**src/rtl/uart_pkg.sv**
```systemverilog
// Shared definitions for the serial link: FSM states, oversampling constants,
// default rates and the parity helper used by both receiver and transmitter.
package uart_pkg;

  typedef enum logic [2:0] {
    S_IDLE,
    S_START,
    S_DATA,
    S_PARITY,
    S_STOP,
    S_WAIT_HIGH
  } uart_state_e;

  localparam int unsigned OSR       = 16;
  localparam int unsigned SAMPLE_LO = 7;
  localparam int unsigned SAMPLE_HI = 9;

  localparam int unsigned DEF_CLK_FREQ = 1_600_000;
  localparam int unsigned DEF_BAUD     = 10_000;

  function automatic logic parity_bit(input logic [7:0] data, input logic odd);
    return (^data) ^ odd;
  endfunction

endpackage

```
**src/rtl/uart_baud_tick.sv**
```systemverilog
// Oversampling tick generator: one-cycle tick every DIV clocks, restartable so
// the tick phase can be aligned to an external event.
module uart_baud_tick
  import uart_pkg::*;
#(
  parameter int unsigned DIV = DEF_CLK_FREQ / (DEF_BAUD * OSR)
) (
  input  logic clk,
  input  logic rst_n,
  input  logic restart,
  output logic tick
);

  localparam int unsigned CW = (DIV > 1) ? $clog2(DIV) : 1;
  localparam logic [CW-1:0] LAST = CW'(DIV - 1);

  logic [CW-1:0] cnt_q, cnt_d;

  always_comb begin
    tick  = (cnt_q == LAST) && !restart;
    cnt_d = cnt_q + CW'(1);
    if (restart || (cnt_q == LAST)) cnt_d = '0;
  end

  always_ff @(posedge clk) begin
    if (!rst_n) cnt_q <= '0;
    else        cnt_q <= cnt_d;
  end

endmodule

```
**src/rtl/uart_rx_oversampled.sv**
```systemverilog
// 8-bit UART receiver: 16x oversampling with 3-sample majority vote, error
// detection and a one-entry ready/valid holding register.
module uart_rx_oversampled
  import uart_pkg::*;
#(
  parameter int unsigned CLK_FREQ   = DEF_CLK_FREQ,
  parameter int unsigned BAUD       = DEF_BAUD,
  parameter bit          PARITY_EN  = 1'b0,
  parameter bit          PARITY_ODD = 1'b0
) (
  input  logic       clk,
  input  logic       rst_n,
  input  logic       rx,
  output logic [7:0] rx_data,
  output logic       rx_valid,
  input  logic       rx_ready,
  output logic       rx_done,
  output logic       frame_err,
  output logic       parity_err,
  output logic       overrun,
  output logic       busy
);

  localparam int unsigned DIV = CLK_FREQ / (BAUD * OSR);
  localparam logic [3:0] TICK_LO   = 4'(SAMPLE_LO);
  localparam logic [3:0] TICK_MID  = 4'(SAMPLE_LO + 1);
  localparam logic [3:0] TICK_HI   = 4'(SAMPLE_HI);
  localparam logic [3:0] TICK_LAST = 4'(OSR - 1);

  uart_state_e state_q, state_d;
  logic       rx_meta_q, rx_meta_d, rx_sync_q, rx_sync_d;
  logic       armed_q, armed_d;
  logic [3:0] tick_idx_q, tick_idx_d;
  logic [2:0] bit_idx_q, bit_idx_d;
  logic [7:0] shift_q, shift_d;
  logic       smp_lo_q, smp_lo_d, smp_mid_q, smp_mid_d;
  logic       par_err_q, par_err_d;
  logic [7:0] rx_data_q, rx_data_d;
  logic       rx_valid_q, rx_valid_d, rx_done_q, rx_done_d;
  logic       frame_err_q, frame_err_d, parity_err_q, parity_err_d;
  logic       overrun_q, overrun_d, busy_q, busy_d;
  logic       tick, restart, maj, commit;

  uart_baud_tick #(.DIV(DIV)) u_tick (
    .clk     (clk),
    .rst_n   (rst_n),
    .restart (restart),
    .tick    (tick)
  );

  always_comb begin
    state_d      = state_q;
    rx_meta_d    = rx;
    rx_sync_d    = rx_meta_q;
    armed_d      = armed_q;
    tick_idx_d   = tick_idx_q;
    bit_idx_d    = bit_idx_q;
    shift_d      = shift_q;
    smp_lo_d     = smp_lo_q;
    smp_mid_d    = smp_mid_q;
    par_err_d    = par_err_q;
    rx_data_d    = rx_data_q;
    rx_valid_d   = rx_valid_q;
    rx_done_d    = 1'b0;
    frame_err_d  = 1'b0;
    parity_err_d = 1'b0;
    overrun_d    = 1'b0;
    restart      = 1'b0;
    commit       = 1'b0;

    // Third vote is the live sample at SAMPLE_HI, so the decision needs no extra cycle
    maj = (smp_lo_q & smp_mid_q) | (smp_lo_q & rx_sync_q) | (smp_mid_q & rx_sync_q);

    if ((state_q != S_IDLE) && tick) begin
      tick_idx_d = tick_idx_q + 4'd1;
      if (tick_idx_q == TICK_LO)  smp_lo_d  = rx_sync_q;
      if (tick_idx_q == TICK_MID) smp_mid_d = rx_sync_q;
    end

    case (state_q)
      S_IDLE: begin
        tick_idx_d = '0;
        bit_idx_d  = '0;
        if (!armed_q) begin
          armed_d = rx_sync_q;
        end else if (!rx_sync_q) begin
          state_d   = S_START;
          restart   = 1'b1;
          armed_d   = 1'b0;
          par_err_d = 1'b0;
        end
      end
      S_START: if (tick) begin
        if ((tick_idx_q == TICK_HI) && maj) state_d = S_IDLE;
        else if (tick_idx_q == TICK_LAST)   state_d = S_DATA;
      end
      S_DATA: if (tick) begin
        if (tick_idx_q == TICK_HI) shift_d = {maj, shift_q[7:1]};
        if (tick_idx_q == TICK_LAST) begin
          bit_idx_d = bit_idx_q + 3'd1;
          if (bit_idx_q == 3'd7) state_d = PARITY_EN ? S_PARITY : S_STOP;
        end
      end
      S_PARITY: if (tick) begin
        if (tick_idx_q == TICK_HI)   par_err_d = (maj != parity_bit(shift_q, PARITY_ODD));
        if (tick_idx_q == TICK_LAST) state_d = S_STOP;
      end
      S_STOP: if (tick && (tick_idx_q == TICK_HI)) begin
        if (!maj) begin
          frame_err_d = 1'b1;
          state_d     = S_WAIT_HIGH;
        end else if (par_err_q) begin
          parity_err_d = 1'b1;
          state_d      = S_IDLE;
        end else begin
          commit  = 1'b1;
          state_d = S_IDLE;
        end
      end
      S_WAIT_HIGH: if (rx_sync_q) state_d = S_IDLE;
      default: state_d = S_IDLE;
    endcase

    if (commit) begin
      if (!rx_valid_q || rx_ready) begin
        rx_data_d  = shift_q;
        rx_valid_d = 1'b1;
        rx_done_d  = 1'b1;
      end else begin
        overrun_d = 1'b1;
      end
    end else if (rx_valid_q && rx_ready) begin
      rx_valid_d = 1'b0;
    end

    busy_d = (state_d != S_IDLE);
  end

  always_ff @(posedge clk) begin
    if (!rst_n) begin
      state_q      <= S_IDLE;
      rx_meta_q    <= 1'b1;
      rx_sync_q    <= 1'b1;
      armed_q      <= 1'b0;
      tick_idx_q   <= '0;
      bit_idx_q    <= '0;
      shift_q      <= '0;
      smp_lo_q     <= 1'b0;
      smp_mid_q    <= 1'b0;
      par_err_q    <= 1'b0;
      rx_data_q    <= '0;
      rx_valid_q   <= 1'b0;
      rx_done_q    <= 1'b0;
      frame_err_q  <= 1'b0;
      parity_err_q <= 1'b0;
      overrun_q    <= 1'b0;
      busy_q       <= 1'b0;
    end else begin
      state_q      <= state_d;
      rx_meta_q    <= rx_meta_d;
      rx_sync_q    <= rx_sync_d;
      armed_q      <= armed_d;
      tick_idx_q   <= tick_idx_d;
      bit_idx_q    <= bit_idx_d;
      shift_q      <= shift_d;
      smp_lo_q     <= smp_lo_d;
      smp_mid_q    <= smp_mid_d;
      par_err_q    <= par_err_d;
      rx_data_q    <= rx_data_d;
      rx_valid_q   <= rx_valid_d;
      rx_done_q    <= rx_done_d;
      frame_err_q  <= frame_err_d;
      parity_err_q <= parity_err_d;
      overrun_q    <= overrun_d;
      busy_q       <= busy_d;
    end
  end

  assign rx_data    = rx_data_q;
  assign rx_valid   = rx_valid_q;
  assign rx_done    = rx_done_q;
  assign frame_err  = frame_err_q;
  assign parity_err = parity_err_q;
  assign overrun    = overrun_q;
  assign busy       = busy_q;

endmodule

```
**config.mk**
```make
export PLATFORM = sky130hd
export DESIGN_NAME = uart_rx_oversampled
export DESIGN_NICKNAME = d
export VERILOG_FILES = /design/src/rtl/uart_pkg.sv /design/src/rtl/uart_baud_tick.sv /design/src/rtl/uart_rx_oversampled.sv
export SDC_FILE = /design/constraint.sdc
export NUM_CORES = 1
export LEC_CHECK = 0
export BUFFER_PORTS_ARGS = -buffer_cell sky130_fd_sc_hd__buf_4
export CORE_MARGIN = 2
export CORE_UTILIZATION = 30
export CTS_CLUSTER_DIAMETER = 200
export DETAILED_ROUTE_END_ITERATION = 6
export GPL_TIMING_DRIVEN = 0
export PLACE_DENSITY_LB_ADDON = 0.12
export SLEW_MARGIN = 20
export SYNTH_ARGS = -nofsm -noshare
export SYNTH_HDL_FRONTEND = slang
export SYNTH_SLANG_ARGS = --single-unit
export TNS_END_PERCENT = 1
```
**constraint.sdc**
```tcl
create_clock -name clk -period 2.45 [get_ports clk]
set_input_delay 0.3675 -clock clk [delete_from_list [all_inputs] [get_ports clk]]
set_output_delay 0.3675 -clock clk [all_outputs]
set_load 0.05 [all_outputs]
```
==> flow_summary.json, run 1 <==
{
  "worst_setup_path_endpoint": "rx_data[1]$_SDFFE_PN0P_",
  "drt-met1-wl_mm": 1.74,
  "grt_first_pass_wirelength_mm": 5.82,
  "post-route-drc-count": 0,
  "grt_setup_unrepaired": "no",
  "critPathCaptureType": "flip-flop",
  "cts_root_buf": "clkbuf_8",
  "dominantRegCellSynth": "dfxtp_1",
  "drt_pre_antenna_iters": 4,
  "critical_path.max_stage_delay_ns": 0.53,
  "avgViaCountPerCell": 4.45,
  "tritoncts": "done",
  "post_route_cells_drive_above_1_share": 0.141,
  "fin_crit_ns": 2.07,
  "grt.total_usage": 0.103,
  "routed.top_layer": "met4",
  "clkSlewWorstSetupHoldPaths_ns": 0.08,
  "via_count_of_the_first_global_routing_pass": 1216,
  "regToRegStartpoint": "u_tick.cnt_q[0]$_SDFF_PP0_",
  "synth.net_count": 200,
  "grt.overflow.total": 0,
  "synthArstFlopShare": 0,
  "htreeDepth": 2,
  "ys_warn_count": 0,
  "worst_r2r_endpoint": "rx_data[1]$_SDFFE_PN0P_",
  "setup.reg_to_reg.worst_slack_ns": 0.38,
  "dieArea_mm2": 0.00686,
  "postSynthRegisterBits": 42,
  "num_io_pins": 18,
  "synth_seq_area_share": 0.451,
  "cap_viol_max_count": 0,
  "post_cts_hold_buffer_count": 0,
  "ff2ff_path_depth": 8,
  "finalWeightedCongestion": 0.743,
  "detailroute.wirelength.met2_mm": 1.50,
  "timing.max_slew.rel_slack": 0.635,
  "antenna_found_initial": 0,
  "fin_worst_skew_ns": 0.00782,
  "start_util": 0.313,
  "cp_slowest_cell": "or4_4",
  "synth-edff-count": 0,
  "drtIter0Drc": 32,
  "fmaxAchievable_mhz": 484,
  "post_synth_num_cell_types": 37,
  "vias": 1282,
  "critical_path_peak_fanout": 8,
  "netlist_area_mm2": 0.00186,
  "avgSynthCellArea_um2": 9.86,
  "power.total_mw": 1.29,
  "synthesis.instances": 189,
  "power.density_cell_area_mw_per_mm2": 587,
  "routed-wl-met3_um": 117,
  "final_max_slew_viol_count": 0,
  "route.final.wire_length_mm": 3.39,
  "arrival_ns": 2.24,
  "min_path_type": "in -> reg",
  "diodes": 0,
  "timing.critical_path.from_type": "flip-flop",
  "power.ir.vdd_worst_mv": 0.287,
  "criticalPathCategory": "reg -> reg",
  "synth_largest_area_cell": "dfxtp_1",
  "clock_insertion_delay_worst_skew_ns": 0.29,
  "worst_ep_required_time_ns": 2.63,
  "status": "complete, no violations",
  "avgRoutedWirePerCell_um": 11.8,
  "detail-route-antenna-nets": 0,
  "detailed_place_hpwl_mm": 2.42,
  "post_cts.resized_instances": 0,
  "max_slew.worst_pin.slew_ns": 0.547,
  "pin_count_of_the_biggest_net_entering_global_routing": 13,
  "portBuffers": 17,
  "leakage_nw": 0.879,
  "synth.top_cell.area_share": 0.451,
  "crit_path_cell_trace": "ha_1 -> and3b_1 -> buf_2 -> nand4_4 -> or4_4 -> buf_6 -> mux2i_1 -> nor2b_1",
  "timing.final.crit_share": 0.843,
  "finalSetupTns_ns": 0,
  "postCtsSetupBuffers": 0,
  "nets": 224,
  "placement_rows": 28,
  "areaGrowthSynthToFinish_pct": 17.9,
  "setup_viol": 0,
  "timing_hold_violations_final": 0,
  "holdWs_ns": 0.244,
  "cts-buffers-inserted": 5,
  "clockBufferDepth": 2,
  "synth.top_cells.by_area": "dfxtp_1 45%, mux2i_1 11%, nor2b_1 7.7%",
  "worst_setup_path_startpoint": "u_tick.cnt_q[0]$_SDFF_PP0_",
  "fillerInstances": 615,
  "die_height_um": 82.8,
  "core_mm2": 0.00596,
  "die-width_um": 82.8,
  "cts_num_sinks": 42
}
==> flip-flops by register name (all words and copies together) (netlist names), 3 cells and up <==
name / count
rx_data: 8
tick_idx_q: 4
state_q: 3
shift_q: 8
u_tick.cnt_q: 4
bit_idx_q: 3
==> cell usage in the layout, fill, tap and decap left out, types with 5 or more instances in the layout <==
cell	Yosys	routed
clkbuf_8	0	6
mux2i_1	21	21
nor2_1	15	15
dfxtp_1	42	42
xnor2_1	7	7
nor2b_1	23	23
ha_1	7	7
inv_1	7	7
buf_4	0	17
nand2_1	13	13
clkbuf_1	6	6
nand3_1	5	5
==> cell families (layout without fill, tap and decap cells) <==
logic type,Yosys count,in the layout,share of synthesized area
adders and majority gates,8,8,0.0544
muxes,21,21,0.113
xor gates and xnor gates,11,11,0.0591
AOI/OAI and AO/OA,14,14,0.0531
DFF,42,42,0.451
buffers and inverters,15,39,0.0349
and+or+nand+nor,78,78,0.234
==> synth_stat cells, types with 2 or more instances <==
library cell	instances
nand3b_1	2
o21ai_0	2
ha_1	7
mux2i_1	21
nor4_1	2
nand3_1	5
a211o_1	2
a21oi_1	2
xor2_1	3
a22oi_1	2
xnor2_1	7
a31oi_1	2
nand2_1	13
nor2_1	15
nor2b_1	23
nor3_1	4
inv_1	7
dfxtp_1	42
nand4_1	2
o21a_1	2
clkbuf_1	6
nand2b_1	3
==> final cells by class <==
class                      instances  area (um2)  area share
multi-input combinational        132         957       0.436
sequential                        42         841       0.383
timing repair buffer              17         128      0.0581
tap                               75        93.8      0.0427
clock buffer                       6        82.6      0.0376
buffer                             8        38.8      0.0177
clock inverter                     1        30.0      0.0137
inverter                           7        26.3      0.0120
==> report_power, final <==
group | switching (mW) | total, mW | internal [mW]
sequential | 0.00661 | 0.697 | 0.690
combinational | 0.0227 | 0.0429 | 0.0202
clock | 0.225 | 0.551 | 0.326
==> layer usage <==
| metal | global-route usage | vias to the layer above |
|---|---|---|
| li1 | - | 681 |
| met1 | 0.140 | 581 |
| met2 | 0.152 | 16 |
| met3 | 0.0298 | 4 |
| met4 | 0.0432 | 0 |
| met5 | 0 | - |
==> worst max-delay path: cells and delay by family (launching register included) <==
family        cells  cell delay [ns]
buf+inv           2             0.34
simple gates      4             0.88
flops             1             0.38
mux               1             0.15
fa+ha+maj         1             0.19
==> how the worst min path moves through the flow <==
stage	startpoint	end	slack, ns	depth (start not counted)
after global routing	rx_ready	overrun$_SDFF_PN0_	0.24	2
final	rx_ready	overrun$_SDFF_PN0_	0.24	2
after CTS	rx_ready	overrun$_SDFF_PN0_	0.23	2
after floorplan	rx_meta_q$_SDFF_PN1_	rx_sync_q$_SDFF_PN1_	0.39	1
after global placement	rx_meta_q$_SDFF_PN1_	rx_sync_q$_SDFF_PN1_	0.39	1
after detailed placement	rx_meta_q$_SDFF_PN1_	rx_sync_q$_SDFF_PN1_	0.39	1
==> metrics by stage <==
step | cells | area (um2) | utilization | setup slack [ns]
after CTS | 288 | 2200 | 0.369 | 0.377
after detailed placement | 281 | 2080 | 0.350 | 0.383
after floorplan | 189 | 1860 | - | 0.558
after global routing | 288 | 2200 | 0.369 | 0.235
after global placement | 281 | 2080 | 0.350 | 0.400
final | 288 | 2200 | 0.369 | 0.384
No activity file was read; power rests on OpenSTA's default activity.
==> inputs of run 2 (changes only) <==
Clock period 2.45 ns to 2 ns, I/O delays scaled along.
==> run 2 against run 1 <==
- critical path depth unchanged
- sequential share of layout area down 0.33 points
- non-clock buffer count increased by 1
- power up 23%
- via count increased by 0.39%
- sequential power grew 23%
- combinational power rose by 31%
- sequential cell count stayed put
- cell count rose by 0.35%
- hold slack got worse by 0.067 ns
- core utilization increased by 0.55 points
- routed wire length up 0.89%
==> flow_summary.json, run 2 (synthesis results as in run 1) <==
{
  "status": "complete, no violations",
  "most_used_cells_in_the_layout_excluding_fill_and_tap_cells": "40 x dfxtp_1, 23 x nor2b_1, 21 x mux2i_1",
  "hold_depth": 2,
  "post-route-drc-count": 0,
  "post_route_cells_drive_above_1_share": 0.164,
  "grt_first_pass_wirelength_mm": 5.82,
  "fmaxAchievable_mhz": 530,
  "antenna_found_initial": 0,
  "critical_path_peak_fanout": 8,
  "setup.reg_to_reg.worst_slack_ns": 0.11,
  "seq_area_um2": 846,
  "pin_count_of_the_biggest_net_entering_global_routing": 13,
  "regToRegStartpoint": "u_tick.cnt_q[1]$_SDFF_PP0_",
  "routed-wl-met3_um": 114,
  "intPower_mw": 1.27,
  "clkSlewWorstSetupHoldPaths_ns": 0.08,
  "leakage_nw": 0.884,
  "fillerInstances": 618,
  "power.total_mw": 1.59,
  "areaGrowthSynthToFinish_pct": 19.7,
  "via_count_of_the_first_global_routing_pass": 1216,
  "worst_r2r_endpoint": "rx_data[1]$_SDFFE_PN0P_",
  "die-width_um": 82.8,
  "grt.overflow.total": 0,
  "timing.max_slew.rel_slack": 0.695,
  "post_cts_hold_buffer_count": 0,
  "hold_start": "rx_ready",
  "clock_group_share_of_total_power": 0.426,
  "core_mm2": 0.00596,
  "dieArea_mm2": 0.00686,
  "ff2ff_path_depth": 8,
  "route.final.wire_length_mm": 3.42,
  "power.ir.vdd_worst_mv": 0.352,
  "start_util": 0.313,
  "cts_root_buf": "clkbuf_8",
  "criticalPathCategory": "reg -> reg",
  "fin_crit_ns": 1.89,
  "num_io_pins": 18,
  "timing.final.crit_share": 0.943,
  "drtIter0Drc": 27,
  "die_height_um": 82.8,
  "grt.total_usage": 0.103,
  "setup_viol": 0,
  "timing.critical_path.from_type": "flip-flop",
  "cts_num_sinks": 42,
  "final_max_slew_viol_count": 0,
  "multi_input_comb_area_um2": 975,
  "detail-route-antenna-nets": 0,
  "detailed_place_hpwl_mm": 2.42,
  "vias": 1287,
  "drt_pre_antenna_iters": 4,
  "avgRoutedWirePerCell_um": 11.8,
  "nets": 225,
  "sequentialPowerShare": 0.539,
  "comb_power_share": 0.035,
  "layout_commonest_cell": "dfxtp_1",
  "portBuffers": 17,
  "placement_rows": 28,
  "clock_insertion_delay_worst_skew_ns": 0.29,
  "htreeDepth": 2,
  "timing_hold_violations_final": 0,
  "cap_viol_max_count": 0,
  "diodes": 0,
  "max_slew.worst_pin.slew_ns": 0.457,
  "fin_worst_skew_ns": 0.00718,
  "whs_endpoint": "overrun$_SDFF_PN0_",
  "min_path_type": "in -> reg",
  "worst_ep_required_time_ns": 2.18,
  "critPathCaptureType": "flip-flop",
  "routed.top_layer": "met4",
  "final_util": 0.374,
  "grt_setup_unrepaired": "yes",
  "cts-buffers-inserted": 5,
  "tritoncts": "done",
  "detailroute.wirelength.met2_mm": 1.52,
  "arrival_ns": 2.06,
  "switching_share": 0.198,
  "net-switching-power_mw": 0.314,
  "power.density_cell_area_mw_per_mm2": 712,
  "avgViaCountPerCell": 4.45,
  "finalWeightedCongestion": 0.743,
  "clockBufferDepth": 2,
  "drt-met1-wl_mm": 1.75
}
==> run 2: cell types whose count changed in the layout (fill, tap and decap cells not counted), sizes merged <==
cell	previous run	this run
buf	19	20
==> run 2: worst max-delay path by stage <==
| stage | start | endpoint | slack [ns] | depth (start not counted) |
|---|---|---|---|---|
| after detailed placement | u_tick.cnt_q[0]$_SDFF_PP0_ | rx_data[1]$_SDFFE_PN0P_ | -0.07 | 8 |
| after CTS | u_tick.cnt_q[1]$_SDFF_PP0_ | rx_data[1]$_SDFFE_PN0P_ | 0.004 | 9 |
| after global placement | u_tick.cnt_q[0]$_SDFF_PP0_ | rx_data[0]$_SDFFE_PN0P_ | -0.05 | 8 |
| final | u_tick.cnt_q[1]$_SDFF_PP0_ | rx_data[1]$_SDFFE_PN0P_ | 0.11 | 8 |
| after floorplan | u_tick.cnt_q[0]$_SDFF_PP0_ | rx_data[0]$_SDFFE_PN0P_ | 0.11 | 8 |
| after global routing | u_tick.cnt_q[1]$_SDFF_PP0_ | rx_data[0]$_SDFFE_PN0P_ | -0.01 | 8 |
==> run 2: layout make-up <==
class / count / area share
multi-input combinational: 132 / 0.437
sequential: 42 / 0.379
tap: 75 / 0.0421
clock inverter: 1 / 0.0135
inverter: 7 / 0.0118
buffer: 7 / 0.0152
clock buffer: 6 / 0.0370
timing repair buffer: 19 / 0.0640
==> run 2: routing by layer <==
metal | GRT usage | vias up
met1 | 0.140 | 585
li1 | - | 682
met3 | 0.0298 | 4
met4 | 0.0432 | 0
met2 | 0.152 | 16
met5 | 0 | -
==> run 2: repair_timing <==
action | 4_1_cts | 5_1_grt
gates resized for setup | 2 | 7
pin swaps | 0 | 2
setup endpoints to repair | 13 | 18
setup buffers | 0 | 2
==> run 2: critical path, stage by stage, from the launching register on <==
cell and delay [ns]:
dfxtp_2 0.33, inv_2 0.06, ha_4 0.12, and3b_1 0.16, buf_6 0.12, nand4_4 0.12
or4_4 0.61, mux2i_1 0.19, nor2b_1 0.06
==> run 2: per-stage QoR <==
step / setup TNS, ns / hold WS, ns / area, um2 / setup slack, ns / cells
5_1_grt: -0.0141 / 0.177 / 2230 / -0.0107 / 289
3_3_place_gp: -0.330 / 0.390 / 2080 / -0.0502 / 281
4_1_cts: 0 / 0.163 / 2200 / 0.00355 / 288
2_1_floorplan: 0 / 0.376 / 1860 / 0.108 / 189
6_report: 0 / 0.177 / 2230 / 0.114 / 289
3_5_place_dp: -0.401 / 0.392 / 2080 / -0.0665 / 281
==> run 2: power groups by stage <==
stage,Clock [mW],Sequential (mW),Combinational [mW]
2_1_floorplan,0,0.874,0.0352
3_3_place_gp,0,0.874,0.0536
3_5_place_dp,0,0.874,0.0534
6_report,0.675,0.856,0.0563
4_1_cts,0.701,0.854,0.0536
5_1_grt,0.736,0.858,0.0639
